===== src/rtl/gpr_cdb_arbiter_pkg.sv =====
// ---------------------------------------------------------------------------
// gpr_cdb_arbiter_pkg
// Shared types and constants for the GPR common data bus.
//   ROB_WIDTH  : width of a reorder-buffer tag
//   CDB_DATA_W : width of a broadcast result
//   CDB_*      : requester slot assignment on the GPR CDB (index 0 = highest
//                fixed priority)
//   cdb_t      : broadcast record as consumed by reservation stations / ROB
// ---------------------------------------------------------------------------
package gpr_cdb_arbiter_pkg;

   localparam int ROB_WIDTH  = 6;
   localparam int CDB_DATA_W = 32;

   localparam int unsigned CDB_MOV  = 0;
   localparam int unsigned CDB_ALU  = 1;
   localparam int unsigned CDB_FPU  = 2;
   localparam int unsigned CDB_LOAD = 3;

   typedef struct packed {
      logic                  valid;
      logic [ROB_WIDTH-1:0]  tag;
      logic [CDB_DATA_W-1:0] data;
   } cdb_t;

endpackage


===== src/rtl/gpr_cdb_arbiter_if.sv =====
// ---------------------------------------------------------------------------
// gpr_cdb_arbiter_if
// Bundle between the execution units (master side) and the CDB arbiter
// (slave side).
//   req_valid / req_tag / req_data : per-unit request, tag and result
//   req_ready                      : per-unit grant (one-hot or zero)
//   cdb_block                      : slot reservation, suppresses any grant
//   cdb_valid / cdb_tag / cdb_data : registered broadcast
//
// Handshake: a unit raises req_valid[i] with req_tag[i] and keeps both
// stable until it sees req_ready[i]==1 in the same cycle; the transfer
// happens on that clock edge. The unit then presents its result on
// req_data[i] during the following cycle, when the broadcast is valid.
// req_ready never depends on the cdb_* outputs.
// ---------------------------------------------------------------------------
interface gpr_cdb_arbiter_if #(
   parameter int N_REQ = 4
);
   import gpr_cdb_arbiter_pkg::*;

   logic [N_REQ-1:0]                  req_valid;
   logic [N_REQ-1:0][ROB_WIDTH-1:0]   req_tag;
   logic [N_REQ-1:0][CDB_DATA_W-1:0]  req_data;
   logic [N_REQ-1:0]                  req_ready;
   logic                              cdb_block;
   logic                              cdb_valid;
   logic [ROB_WIDTH-1:0]              cdb_tag;
   logic [CDB_DATA_W-1:0]             cdb_data;

   modport master (
      output req_valid, req_tag, req_data, cdb_block,
      input  req_ready, cdb_valid, cdb_tag, cdb_data
   );

   modport slave (
      input  req_valid, req_tag, req_data, cdb_block,
      output req_ready, cdb_valid, cdb_tag, cdb_data
   );

endinterface


===== src/rtl/gpr_cdb_arbiter_prio_age_pick.sv =====
// ---------------------------------------------------------------------------
// gpr_cdb_arbiter_prio_age_pick
// Combinational N_REQ-way picker: fixed priority (index 0 highest), with
// starved requesters forming a higher-priority class of their own.
//   valid_i   : request vector
//   starved_i : requester has waited the maximum number of cycles
//   block_i   : suppress any grant this cycle
//   grant_o   : one-hot or zero grant
//   idx_o     : encoded winner (0 when there is no grant)
//   any_o     : a grant was made
// ---------------------------------------------------------------------------
module gpr_cdb_arbiter_prio_age_pick #(
   parameter int N_REQ = 4,
   parameter int IDX_W = 2
) (
   input  logic [N_REQ-1:0] valid_i,
   input  logic [N_REQ-1:0] starved_i,
   input  logic             block_i,
   output logic [N_REQ-1:0] grant_o,
   output logic [IDX_W-1:0] idx_o,
   output logic             any_o
);

   logic [N_REQ-1:0] cand;

   always_comb begin
      cand    = '0;
      grant_o = '0;
      idx_o   = '0;
      any_o   = 1'b0;

      // Starved requesters, if any are asking, exclude everyone else.
      if (!block_i) begin
         cand = (|(valid_i & starved_i)) ? (valid_i & starved_i) : valid_i;
      end

      // Scan from the top so the lowest set index is the last one written.
      for (int i = N_REQ - 1; i >= 0; i--) begin
         if (cand[i]) begin
            idx_o = IDX_W'(i);
         end
      end

      any_o = |cand;
      if (any_o) begin
         grant_o[idx_o] = 1'b1;
      end
   end

endmodule


===== src/rtl/gpr_cdb_arbiter.sv =====
// ---------------------------------------------------------------------------
// gpr_cdb_arbiter
// Shares the GPR common data bus among the mov, alu, fpu-to-gpr and load
// reservation stations. One grant per cycle, broadcast one cycle later.
//   clk          : clock
//   reset        : synchronous, active-low
//   bus          : gpr_cdb_arbiter_if slave modport (requests, grants,
//                  slot block, broadcast); its N_REQ must match this one
//   dbg_wait_cnt : per-requester aging counters, for observation only
// ---------------------------------------------------------------------------
module gpr_cdb_arbiter
   import gpr_cdb_arbiter_pkg::*;
#(
   parameter  int N_REQ        = 4,
   parameter  int STARVE_LIMIT = 3,
   localparam int CW           = $clog2(STARVE_LIMIT + 1),
   localparam int IDX_W        = $clog2(N_REQ)
) (
   input  logic                     clk,
   input  logic                     reset,
   gpr_cdb_arbiter_if.slave         bus,
   output logic [N_REQ-1:0][CW-1:0] dbg_wait_cnt
);

   localparam logic [CW-1:0] LIMIT = CW'(STARVE_LIMIT);

   logic [N_REQ-1:0][CW-1:0] wait_cnt_q, wait_cnt_d;
   logic                     cdb_valid_q, cdb_valid_d;
   logic [ROB_WIDTH-1:0]     cdb_tag_q, cdb_tag_d;
   logic [IDX_W-1:0]         grant_idx_q, grant_idx_d;

   logic [N_REQ-1:0]         starved;
   logic [N_REQ-1:0]         grant_oh;
   logic [IDX_W-1:0]         pick_idx;
   logic                     pick_any;
   cdb_t                     cdb_out;

   always_comb begin
      starved = '0;
      for (int i = 0; i < N_REQ; i++) begin
         starved[i] = (wait_cnt_q[i] == LIMIT);
      end
   end

   // Holding reset low behaves like a blocked slot, so no grant leaks out
   // while the arbiter is being reset.
   gpr_cdb_arbiter_prio_age_pick #(
      .N_REQ (N_REQ),
      .IDX_W (IDX_W)
   ) u_pick (
      .valid_i   (bus.req_valid),
      .starved_i (starved),
      .block_i   (bus.cdb_block | ~reset),
      .grant_o   (grant_oh),
      .idx_o     (pick_idx),
      .any_o     (pick_any)
   );

   assign bus.req_ready = grant_oh;

   always_comb begin
      wait_cnt_d  = wait_cnt_q;
      cdb_valid_d = pick_any;
      cdb_tag_d   = cdb_tag_q;
      grant_idx_d = grant_idx_q;

      // Aging: a denied requester counts up and sticks at the limit; a
      // granted or idle requester starts over.
      for (int i = 0; i < N_REQ; i++) begin
         if (bus.req_valid[i] && !grant_oh[i]) begin
            wait_cnt_d[i] = (wait_cnt_q[i] == LIMIT) ? LIMIT
                                                     : wait_cnt_q[i] + CW'(1);
         end else begin
            wait_cnt_d[i] = '0;
         end
      end

      // The tag and the data-select index only move on a grant; an idle
      // cycle leaves the last broadcast tag on the bus.
      if (pick_any) begin
         cdb_tag_d   = bus.req_tag[pick_idx];
         grant_idx_d = pick_idx;
      end
   end

   always_ff @(posedge clk) begin
      if (!reset) begin
         wait_cnt_q  <= '0;
         cdb_valid_q <= 1'b0;
         cdb_tag_q   <= '0;
         grant_idx_q <= '0;
      end else begin
         wait_cnt_q  <= wait_cnt_d;
         cdb_valid_q <= cdb_valid_d;
         cdb_tag_q   <= cdb_tag_d;
         grant_idx_q <= grant_idx_d;
      end
   end

   // The winning unit registers its result on the grant edge, so the data
   // is taken straight from its output rather than captured here.
   always_comb begin
      cdb_out.valid = cdb_valid_q;
      cdb_out.tag   = cdb_tag_q;
      cdb_out.data  = bus.req_data[grant_idx_q];
   end

   assign bus.cdb_valid = cdb_out.valid;
   assign bus.cdb_tag   = cdb_out.tag;
   assign bus.cdb_data  = cdb_out.data;
   assign dbg_wait_cnt  = wait_cnt_q;

endmodule


===== src/flat_wrapper.sv =====
// flat-port wrapper written by rule: the top's interface ports become plain ports
module gpr_cdb_arbiter_flat import gpr_cdb_arbiter_pkg::*;
#(
   parameter  int N_REQ        = 4,
   parameter  int STARVE_LIMIT = 3,
   localparam int CW           = $clog2(STARVE_LIMIT + 1),
   localparam int IDX_W        = $clog2(N_REQ)
)
  (clk, reset, dbg_wait_cnt, bus_req_valid, bus_req_tag, bus_req_data, bus_cdb_block, bus_req_ready, bus_cdb_valid, bus_cdb_tag, bus_cdb_data);
  gpr_cdb_arbiter_if #(.N_REQ(N_REQ)) bus_i ();
  input  logic clk;
  input  logic reset;
  output logic [N_REQ-1:0][CW-1:0] dbg_wait_cnt;
  input wire logic [$bits(bus_i.req_valid)-1:0] bus_req_valid;
  input wire logic [$bits(bus_i.req_tag)-1:0] bus_req_tag;
  input wire logic [$bits(bus_i.req_data)-1:0] bus_req_data;
  input wire logic [$bits(bus_i.cdb_block)-1:0] bus_cdb_block;
  output wire logic [$bits(bus_i.req_ready)-1:0] bus_req_ready;
  output wire logic [$bits(bus_i.cdb_valid)-1:0] bus_cdb_valid;
  output wire logic [$bits(bus_i.cdb_tag)-1:0] bus_cdb_tag;
  output wire logic [$bits(bus_i.cdb_data)-1:0] bus_cdb_data;
  assign bus_i.req_valid = bus_req_valid;
  assign bus_i.req_tag = bus_req_tag;
  assign bus_i.req_data = bus_req_data;
  assign bus_i.cdb_block = bus_cdb_block;
  assign bus_req_ready = bus_i.req_ready;
  assign bus_cdb_valid = bus_i.cdb_valid;
  assign bus_cdb_tag = bus_i.cdb_tag;
  assign bus_cdb_data = bus_i.cdb_data;
  gpr_cdb_arbiter #(.N_REQ(N_REQ), .STARVE_LIMIT(STARVE_LIMIT)) u_core (.clk(clk), .reset(reset), .bus(bus_i), .dbg_wait_cnt(dbg_wait_cnt));
endmodule

===== config.mk =====
export PLATFORM = sky130hd
export DESIGN_NAME = gpr_cdb_arbiter_flat
export DESIGN_NICKNAME = d
export VERILOG_FILES = /design/src/rtl/gpr_cdb_arbiter_pkg.sv /design/src/rtl/gpr_cdb_arbiter_if.sv /design/src/rtl/gpr_cdb_arbiter_prio_age_pick.sv /design/src/rtl/gpr_cdb_arbiter.sv /design/src/flat_wrapper.sv
export SDC_FILE = /design/constraint.sdc
export NUM_CORES = 1
export LEC_CHECK = 0
export CAP_MARGIN = 0
export CORE_MARGIN = 4
export CORE_UTILIZATION = 30
export CTS_CLUSTER_DIAMETER = 200
export DETAILED_ROUTE_END_ITERATION = 8
export PLACE_DENSITY = 0.85
export SLEW_MARGIN = 30
export SYNTH_ARGS = -nofsm -noshare
export SYNTH_HDL_FRONTEND = slang
export SYNTH_SLANG_ARGS = --single-unit

===== constraint.sdc =====
create_clock -name clk -period 5.16 [get_ports clk]
set_clock_uncertainty 0.1 [all_clocks]
set_input_delay 1.032 -clock clk [delete_from_list [all_inputs] [get_ports clk]]
set_output_delay 1.032 -clock clk [all_outputs]
set_load 0.02 [all_outputs]

==> flow_summary.yaml <==
die:
  ioPinCount: 210
  dieArea_um2: 7430
  die_w_um: 86.2
  start_util_pct: 31.0
  rows: 28
  die_h_um: 86.2
  core-area_um2: 5920
logic_synthesis:
  synthTopCellsByCount: "mux4_2 (32), dfxtp_1 (17), nor2_1 (12)"
  synthTopCellsByArea: "mux4_2 (39%), dfxtp_1 (19%), a32o_1 (3.8%), o32a_1 (3.3%), nor2_1 (2.5%)"
  synthCells: 171
  synth_top_area_share_pct: 39.3
  async_flop_share_pct: 0
  synth-warning-count: 0
  synth_seq_area_share_pct: 18.6
  synth-edff-count: 0
  synth_nets: 330
  netlist_area_um2: 1830
  avgSynthCellArea_um2: 10.7
  synth_ff_type: "dfxtp_1"
  synthDistinctLibCells: 35
  yosys.area.top_type: "mux4_2"
  synth_seq_cells: 17
  synth_most_common_cell: "mux4_2"
timing:
  setup_tns_ns: 0
  slew_headroom_pct: 37.3
  post-route-min-period_ns: 4.72
  tightest_slew_ns: 0.941
  fin_crit_sh_pct: 91.4
  hold_viol: 0
  grt_setup_unrepaired: "false"
  fmax_mhz: 212
  final-max-slew-violation-count: 0
  setup_violations: 0
setup_path:
  worstReg2RegStart: "u_core.dbg_wait_cnt[1]$_SDFF_PN0_"
  endpoint_kind: "output port"
  startpoint_type: "input port"
  cp_max_fo: 11
  r2r_slack_ns: 2.70
  rr_worst_depth: 5
  crit_required_ns: 4.03
  critPathLaunch: "bus_req_valid[0]"
  arrival_ns: 3.59
  critical_path_class: "in -> out"
pwr:
  ir_drop_mv: 0.124
  p_clk_share_pct: 16.3
  internal_power_mw: 0.427
  p_per_area_nw_per_um2: 154
  power_leakage_nw: 1.37
  seqPwrFrac_pct: 26.0
  power_switching_share_pct: 30.9
  power_frac_comb_pct: 57.8
  p_switching_mw: 0.191
drt:
  drc: 0
  ant_nets: 0
  avgRoutedWirePerCell_um: 21.0
  wl_um: 9380
  drt-initial-drc-count: 89
  routed-via-count: 2458
  via_per_inst: 5.50
  dr.pass1.iters: 4
place:
  placed_cells: 443
  place_congestion: 0.885
  io_buffers: 209
  dpl.hpwl_um: 8170
hold_path:
  worstHoldStart: "u_core.bus.cdb_tag[0]$_SDFFE_PN0P_"
  hold-path-cell-count: 1
  hp-class: "reg -> reg"
grt:
  grt_pass1_vias: 2614
  grt_max_degree: 26
  overflow: 0
  track_usage_pct: 24.3
  antenna_found_initial: 0
  grt_pass1_wl_um: 14000
clock_tree:
  postCtsSetupBuffers: 0
  htree_levels: 1
  post_cts_resized: 0
  cts-buffers-inserted: 3
  cts.sinks: 17
  cts_root_buf: "clkbuf_8"
  worstSkewPairLatency_ns: 0.25
  clk_pin_slew_ns: 0.07
  postCtsHoldBufs: 0
  cts_tree: "done"
  clockBufferDepth: 2
job:
  max-cap-violations: 0
cells_and_area:
  multi_input_area_um2: 1390
  fin_nets: 532
  nFillCells: 460
  drive_gt1_share_pct: 12.1
  seq_area_um2: 343
  diodes: 0
  layout.cells.non_filler: 447
  area_growth_pct: 119
outcome:
  status: "complete, no violations"
## metrics by stage
stage	power (mW)	hold slack, ns	instance area, um^2	setup slack, ns	util (%)
after floorplan	0.303	0.446	1830	1.66	-
after global routing	0.650	0.409	4010	0.243	67.8
after CTS	0.623	0.374	4010	0.479	67.8
after global placement	0.517	0.351	3960	0.581	66.9
after detailed placement	0.522	0.358	3970	0.488	67.0
final	0.618	0.371	4010	0.443	67.8
## flip-flops by register name, indices dropped and copies added (netlist names)
signal / flops
u_core.bus.cdb_tag: 6
u_core.grant_idx_q: 2
u_core.dbg_wait_cnt: 8
u_core.bus.cdb_valid: 1
## cell families (layout without fill, tap and decap cells)
| kind of cell | count (synthesis) | after routing | synth area share [%] |
|---|---|---|---|
| mux | 32 | 32 | 39.3 |
| flops | 17 | 17 | 18.6 |
| simple gates | 48 | 48 | 13.8 |
| compound gates | 53 | 53 | 22.5 |
| buf+inv | 21 | 222 | 5.80 |
## cell usage in the layout, fill, tap and decap left out, types with 3 or more instances in the layout
cell / count
buf_4: 4
inv_1: 5
nor2_1: 12
nand3_1: 3
o31ai_1: 6
clkbuf_8: 3
a21oi_1: 5
a32o_1: 7
o22ai_1: 6
nand2_1: 7
o21bai_1: 6
mux4_2: 32
and3_1: 5
clkdlybuf4s50_1: 209
or4_1: 6
o32a_1: 6
nor3_1: 8
dfxtp_1: 15
o21ai_0: 4
## worst paths after layout
check	to
min reg2reg	u_core.bus.cdb_tag[0]$_SDFFE_PN0P_
max reg2reg	u_core.bus.cdb_tag[3]$_SDFFE_PN0P_
max	bus_req_ready[1]
min	u_core.bus.cdb_tag[0]$_SDFFE_PN0P_
## critical path, cell delays in order
cell and delay, ns:
clkdlybuf4s50_1 0.55, and3_1 0.43, nor3_1 0.13, a211oi_1 0.61, or2_2 0.24, nor2_1 0.05
clkdlybuf4s50_1 0.55
## final cells by class
cell class,count,area share (%)
clock buffer,3,1.03
clock inverter,1,0.125
inverter,5,0.468
multi-input combinational,133,34.6
sequential,17,8.55
tap,75,2.34
timing repair buffer,213,52.9
## per-layer routing
layer	GRT usage, %	share of wire, %	vias up
met5	0	0	-
met4	9.92	4.0	0
met3	5.89	9.8	24
met2	44.8	52	145
met1	26.5	34	1151
li1	-	-	1138
## power groups by stage
stage / Clock (mW) / Combinational [mW] / Sequential [mW]
after global placement: 0 / 0.354 / 0.163
final: 0.101 / 0.357 / 0.160
after CTS: 0.103 / 0.359 / 0.161
after floorplan: 0 / 0.138 / 0.165
after global routing: 0.110 / 0.376 / 0.164
after detailed placement: 0 / 0.358 / 0.164
(Power assumes the default switching activity.)
==> edit (same flow settings) <==
`STARVE_LIMIT` is set to 3 in 2 places; all go to 6.
--- a/src/rtl/gpr_cdb_arbiter.sv
+++ b/src/rtl/gpr_cdb_arbiter.sv
@@ -13,5 +13,5 @@
 #(
    parameter  int N_REQ        = 4,
-   parameter  int STARVE_LIMIT = 3,
+   parameter  int STARVE_LIMIT = 6,
    localparam int CW           = $clog2(STARVE_LIMIT + 1),
    localparam int IDX_W        = $clog2(N_REQ)
--- a/src/flat_wrapper.sv
+++ b/src/flat_wrapper.sv
@@ -3,5 +3,5 @@
 #(
    parameter  int N_REQ        = 4,
-   parameter  int STARVE_LIMIT = 3,
+   parameter  int STARVE_LIMIT = 6,
    localparam int CW           = $clog2(STARVE_LIMIT + 1),
    localparam int IDX_W        = $clog2(N_REQ)
Ports: changed (resized dbg_wait_cnt); port bits go from 210 to 214. No check against the original RTL was run, so the function may have changed too.
==> edit against the unedited design <==
Maximum frequency rose by 4.2%. Sequential cell count rose by 4. Routed wire length rose by 7.4%. Clock power rose by 11%. Synthesized area rose by 7.9%. Total power rose by 6.4%. Non-clock buffer count rose by 3. Utilization fell by 1.5 points. Final area rose by 5.4%. Worst setup slack improved by 0.19 ns. Global-route usage rose by 0.091 points.
==> edit: results (changes against the unedited design) <==
reg2reg_from: "u_core.dbg_wait_cnt[0]"  # was u_core.dbg_wait_cnt[1]
nets: 570  # was 532
hold_path.startpoint: "u_core.bus.cdb_tag[4]"  # was u_core.bus.cdb_tag[0]
reg2regPathDepth: 10  # was 5
first_pass_iters: 6  # was 4
clk_share_pct: 1.07  # was 1.15%
nMultiInputCombCells: 152  # was 133
hold_end: "u_core.bus.cdb_tag[4]"  # was u_core.bus.cdb_tag[0]
hpwl_microns: 8820  # was 8170 microns
multiInputGateArea_sq_mm: 0.00148  # was 0.00139 sq mm
layout.area.seq_sq_um: 424  # was 343 sq um
p_total_uw: 658  # was 618 uW
fin_cells: 479  # was 447
drt_iter0_markers: 122  # was 89
cp_slowest_stage_delay_ns: 0.66  # was 0.61 ns
yosysSeqAreaShare_pct: 21.2  # was 18.6%
nClkBuffers: 4  # was 3
wl_microns: 10100  # was 9380 microns
synth_cell_type_count: 34  # was 35
cpMaxStageDelayCell: "clkdlybuf4s50_1"  # was a211oi_1
hold_depth: 2  # was 1
preCtsSetupSlack_ns: 0.606  # was 0.488 ns
utilization_pct: 66.2  # was 67.8%
inverters: 9  # was 5
synth.area.top_cells: "mux4_2 36%, dfxtp_1 21%, ha_1 5.1%, nor3_1 5.1%, nand2_1 3.0%"  # was mux4_2 39%, dfxtp_1 19%, a32o_1 3.8%, o32a_1 3.3%, nor2_1 2.5%
outcome: "finished clean"  # unchanged
layout-drive-gt1-share_pct: 12.7  # was 12.1%
grt_start_max_net_pins: 34  # was 26
crit_start: "bus_req_valid[2]"  # was bus_req_valid[0]
io_buffers: 213  # was 209
maxSlewHeadroom_pct: 55.1  # was 37.3%
ys_top_cells_by_count: "32 x mux4_2, 21 x dfxtp_1, 20 x nor3_1"  # was 32 x mux4_2, 17 x dfxtp_1, 12 x nor2_1
==> edit: cell count changes after synthesis, sizes merged, moves of 7 or more <==
cell,change
a32o,-7
ha,+8
nand2,+13
nand3,+7
nor3,+13
o31ai,-7
==> edit: logic make-up after synthesis <==
| group | count (synthesis) | share of synthesized area, % |
|---|---|---|
| AO/OA/AOI/OAI | 37 | 13.7 |
| adder cells (fa/ha/maj) | 8 | 5.06 |
| buffers and inverters | 20 | 4.24 |
| flip-flops | 21 | 21.2 |
| multiplexers | 32 | 36.4 |
| AND/OR/NAND/NOR | 75 | 19.4 |
==> edit: metal layers <==
metal | vias up | wire (microns) | global-route usage, %
met5 | - | 0 | 0
met4 | 0 | 159 | 4.74
met3 | 10 | 920 | 4.88
met2 | 113 | 5300 | 44.5
met1 | 1207 | 3700 | 29.7
li1 | 1181 | - | -
